### src/rtl/inst_sram_axi_responder.sv
// Bridges the fetch-side SRAM-like request interface onto single-beat AXI reads.
// Holds at most one pending AR and tracks up to MAX_OUTSTANDING reads awaiting data.
module inst_sram_axi_responder #(
  parameter int          MAX_OUTSTANDING = 2,
  parameter logic [3:0]  AXI_ID          = 4'h0
) (
  input  logic        clk,
  input  logic        reset,
  input  logic        inst_sram_en,
  input  logic [3:0]  inst_sram_we,
  input  logic [31:0] inst_sram_addr,
  input  logic [31:0] inst_sram_wdata,
  output logic        addr_ok,
  output logic        data_ok,
  output logic [31:0] inst_sram_rdata,
  output logic [3:0]  arid,
  output logic [31:0] araddr,
  output logic [7:0]  arlen,
  output logic [2:0]  arsize,
  output logic [1:0]  arburst,
  output logic        arvalid,
  input  logic        arready,
  input  logic [3:0]  rid,
  input  logic [31:0] rdata,
  input  logic [1:0]  rresp,
  input  logic        rlast,
  input  logic        rvalid,
  output logic        rready
);

  localparam logic [1:0] MAX_CNT = 2'(MAX_OUTSTANDING);

  logic        ar_full;
  logic [31:0] ar_addr;
  logic [1:0]  cnt;
  logic        data_ok_q;
  logic [31:0] rdata_q;
  logic        accept;
  logic        ar_hs;
  logic        r_hs;
  logic        unused_inputs;

  assign unused_inputs = ^{inst_sram_we, inst_sram_wdata, rid, rresp, rlast};

  // A slot being released by this cycle's data_ok can be reused immediately,
  // which keeps the pipe full when the counter sits at its limit.
  assign accept = !reset && inst_sram_en && !ar_full &&
                  ((cnt < MAX_CNT) || data_ok_q);
  assign ar_hs  = ar_full && arready;
  assign r_hs   = rvalid && (cnt != 2'd0);

  assign addr_ok         = accept;
  assign arvalid         = ar_full && !reset;
  assign araddr          = ar_addr;
  assign rready          = (cnt != 2'd0) && !reset;
  assign data_ok         = data_ok_q && !reset;
  assign inst_sram_rdata = reset ? 32'h0 : rdata_q;

  assign arid    = AXI_ID;
  assign arlen   = 8'h00;
  assign arsize  = 3'b010;
  assign arburst = 2'b01;

  always_ff @(posedge clk) begin
    if (reset) begin
      ar_full   <= 1'b0;
      ar_addr   <= 32'h0;
      cnt       <= 2'd0;
      data_ok_q <= 1'b0;
      rdata_q   <= 32'h0;
    end else begin
      if (accept) begin
        ar_full <= 1'b1;
        ar_addr <= inst_sram_addr;
      end else if (ar_hs) begin
        ar_full <= 1'b0;
      end

      data_ok_q <= r_hs;
      if (r_hs) begin
        rdata_q <= rdata;
      end

      // Accept and retire in the same cycle cancel out.
      case ({accept, data_ok_q})
        2'b10:   cnt <= cnt + 2'd1;
        2'b01:   cnt <= cnt - 2'd1;
        default: cnt <= cnt;
      endcase
    end
  end

endmodule
### config.mk
export PLATFORM = sky130hd
export DESIGN_NAME = inst_sram_axi_responder
export DESIGN_NICKNAME = d
export VERILOG_FILES = /design/src/rtl/inst_sram_axi_responder.sv
export SDC_FILE = /design/constraint.sdc
export NUM_CORES = 1
export LEC_CHECK = 0
export ABC_CLOCK_PERIOD_IN_PS = 2700
export CAP_MARGIN = 25
export CORE_MARGIN = 4
export CORE_UTILIZATION = 35
export CTS_CLUSTER_DIAMETER = 30
export DETAILED_ROUTE_END_ITERATION = 12
export GPL_TIMING_DRIVEN = 0
export HOLD_SLACK_MARGIN = 0.12
export PLACE_DENSITY = 0.8
export SETUP_SLACK_MARGIN = 0.02
export SLEW_MARGIN = 40
export SYNTH_ARGS = -nofsm -noshare
export SYNTH_HDL_FRONTEND = slang
export SYNTH_SLANG_ARGS = --single-unit
### constraint.sdc
create_clock -name clk -period 2.7 [get_ports clk]
set_clock_uncertainty 0.05 [all_clocks]
set_input_delay 0.81 -clock clk [delete_from_list [all_inputs] [get_ports clk]]
set_output_delay 0.81 -clock clk [all_outputs]
set_load 0.01 [all_outputs]
# Word level (Yosys, flattened, before mapping)
# Cells that the tools add are included.
word_totals:
  regBits: 68
  out_inout_bits: 85
  elab_cells: 28
classes:
  add_sub_neg: 2
  magnitude_cmp: 1
  eq_ne: 2
  n_mux: 4
  reduce_logical: 14
ops:
  columns: ["cell", "count"]
  rows:
  - ["two-way mux 32 bit", 1]
  - ["logical AND 1 bit", 8]
  - ["nonzero test 2 bit", 3]
  - ["one-hot mux 2 bit (2 select lines)", 1]
  - ["adder 2 x 1 -> 2 bit, second input constant", 1]
  - ["equality test 2 x 1 -> 1 bit, second input constant", 1]
  - ["equality test 2 bit, second input constant", 1]
  - ["zero test 1 bit", 2]
  - ["< comparator 2 bit, second input constant", 1]
  - ["two-way mux 1 bit", 2]
  - ["subtractor 2 x 1 -> 2 bit, second input constant", 1]
  - ["logical OR 1 bit", 1]

# Longest topological paths before layout
depth:
  depth_word: 6
  mapped_depth: 7

# Least setup slack after synthesis
# No wires, ideal clock.
synth_timing:
  path_type: "in2out"
  from: "input inst_sram_en"
  to: "output addr_ok"
  arrival_time_ps: 1497
  setup_slack_ps: 343
  cell_stages: 4
  path_buffers: 1
  path_cell_list: "nand2b_1 -> buf_4 -> or3_1 -> inv_1"
synth_via:
  elab_chain_cells: 3
synth_rtl:
  columns: ["item", "line_no", "text"]
  rows:
  - ["start, declared", "9", "input logic inst_sram_en,"]
  - ["logical AND 1 bit (3 in series)", "47", "assign accept = !reset && inst_sram_en && !ar_full &&"]
  - ["end, declared", "13", "output logic addr_ok,"]
# No other way between the ends.

# Worst setup path in the final report
# Same ends and word-level chain as after synthesis.

==> run summary <==
Final setup viols -> 0
clock slew seen by the registers of the worst setup and hold paths -> 0.07 ns
status -> finished clean
CP endpoint kind -> primary output
Max clock buf depth -> 2
register area share after synthesis -> 47.8%
Starting DRT DRC Count -> 43
CP most frequent cell -> buf_6
min cycle time layout -> 2.61 ns
M1 GR Usage -> 18.0%
chip width -> 98.2 um
PD cells -> 576 nW/um^2
ANT nets after route -> 0
Starting Density -> 36.5%
1st-pass router iterations -> 4
WL final -> 8140 um
height of the die -> 98.2 um
# fillers -> 731
IO Port Bufs -> 136
cts hold-fix bufs -> 0
critical path type -> primary input to primary output
gpl congestion -> 0.713
Util after Layout -> 59.5%
DR vias/cell -> 4.77
DIE AREA -> 9650 um^2
floorplan core area -> 7810 um^2
CP max FO -> 2
Post-Syn Instances -> 293
Seq cells post-synth -> 68
GRT Total Usage -> 16.7%
CTS Buf Count -> 9
Final Hold Viols -> 0
slowest cell delay on critical path -> 0.39 ns
Max Slew Vio Count -> 0
Hold Path Class -> flip-flop to flip-flop
Leakage -> 1.97 nW
register area -> 1360 um^2
WP depth -> 6
worst skew pair latency -> 0.33 ns
Worst setup SP type -> primary input
CP max-delay cell -> or3_4
area of the multi-input gates -> 1270 um^2
Worst Path Required -> 1.84 ns
VDD IR-drop max -> 0.000292 V
GR met3 Demand/Resource -> 6.93%
Mean Syn Cell Area -> 9.73 um^2
worst-path cell chain -> dlygate4sd2_1 -> nand2b_1 -> buf_6 -> or3_4 -> inv_2 -> buf_6
RSZ-0062 raised after global routing -> no
part of the cycle the worst path needs -> 96.5%
largest net degree at the start of global routing -> 13
I/O Pins -> 197
residual DRC count -> 0
area of the mapped netlist -> 2850 um^2
average routed wire per standard cell -> 14.4 um
dpl hpwl -> 6210 um
clk root buf -> clkbuf_8
Buf/Inv on CP -> 4
clk sinks -> 68
final net count -> 570
Fmax achieved -> 0.384 GHz
Ys Warns -> 0
WP data arrival -> 1.75 ns
design area -> 4640 um^2
crit-path leading delay family -> simple AND/OR/NAND/NOR gates
worst reg2reg path depth -> 7
FP Rows -> 32
first-pass GRT wire length -> 13,200 um
vias in the first global route -> 2,803
fin worst setup slack -> 0.0935 ns
Yosys top cell area share -> 47.8%
post-synthesis cell type count -> 22
TNS Setup -> 0 ns
Max-Cap Viols -> 0
Hold Path Stages -> 2
Via Count -> 2,690
placed insts -> 546
diodes inserted -> 0
total grt overflow -> 0
TritonCTS clock tree -> built
htree depth -> 3
Area Growth Syn to Fin -> 62.9%
Final Instance Count excl. Fillers -> 564
Place WS -> -1.10 ns
area leader, netlist -> dfxtp_1
GRT busiest layer -> met2
grt met2 use -> 29.2%
Placed Area -> 4400 um^2
top cells by area, synth -> dfxtp_1 48%, o22a_1 9.8%, or3b_1 9.8%, nor2b_1 7.2%, a21oi_1 5.8%
share of layout cells above drive strength 1 -> 13.4%
initial antenna violation count -> 0
-- final timing paths --
path / from / end / slack (ns)
setup / recovery: inst_sram_en / addr_ok / 0.09
hold / removal: araddr[5] / araddr[5] / 0.43
setup reg to reg: cnt[1] / cnt[1] / 0.51
hold reg to reg: araddr[5] / araddr[5] / 0.43
-- repair_timing --
item / CTS / global route
setup endpoints to repair: 36 / 28
setup buffers: 2 / 0
gates resized for setup: 60 / 8
pin swaps: 1 / 0
-- sequential cells by signal, summed over array words and instances (netlist names) --
signal	cells
data_ok_q	1
araddr	32
rdata_q	32
cnt	2
ar_full	1
-- through the flow --
step	hold slack (ns)	power (mW)
floorplan	0.410	1.45
global placement	0.410	1.73
global route	0.451	2.82
finish	0.426	2.67
detailed placement	0.418	1.75
CTS	0.428	2.71
-- logic make-up after synthesis --
kind of cell,Yosys count,synth area share (%)
and+or+nand+nor,74,19.1
buffers and inverters,46,9.96
xor gates and xnor gates,2,0.615
AOI/OAI and AO/OA,100,21.9
DFF,68,47.8
other,2,0.263
adders and majority gates,1,0.439
-- tightest hold or removal path: cells and delay by family (launching register included) --
kind	cells	cell delay [ns]
AO/OA/AOI/OAI	2	0.12
flip-flops	1	0.31
-- final cells by class --
cell class | count | share of cell area [%]
Buffer | 44 | 6.71
Clock buffer | 11 | 3.26
Clock inverter | 5 | 1.81
Inverter | 2 | 0.162
Multi-Input combinational cell | 194 | 27.4
Sequential cell | 68 | 29.3
Tap cell | 102 | 2.75
Timing Repair Buffer | 138 | 28.6
-- per-layer routing --
layer	wire length, um	share of wire, %
met3	832	10
met4	119	1.5
met2	3960	49
met5	0	0
met1	3230	40
-- power by group --
group | switching, mW | internal (mW)
logic | 0.241 | 0.329
registers | 0.0348 | 1.10
clock network | 0.392 | 0.572
-- Yosys cell counts (all sizes together) --
master  number
a21oi       33
buf         28
clkbuf      16
conb         2
dfxtp       68
ha           1
inv          2
nand2b       2
nor2         4
nor2b       34
o21ai       35
o22a        32
or3          2
or3b        32
xnor2        1
xor2         1
-- layout by cell type, fill, tap and decap left out, drive strengths merged --
master         count
bufinv             2
or3b              32
clkdlybuf4s15      1
nor2               4
xnor2              1
conb              17
clkinv             1
buf               34
nand2b             2
ha                 1
dlygate4sd2       33
inv                2
o21ai             35
xor2               1
a21oi             33
dfxtp             68
o22a              32
clkinvlp           2
clkdlybuf4s50     99
or3                2
nor2b             34
clkbuf            26
No activity file was read; power rests on OpenSTA's default activity.
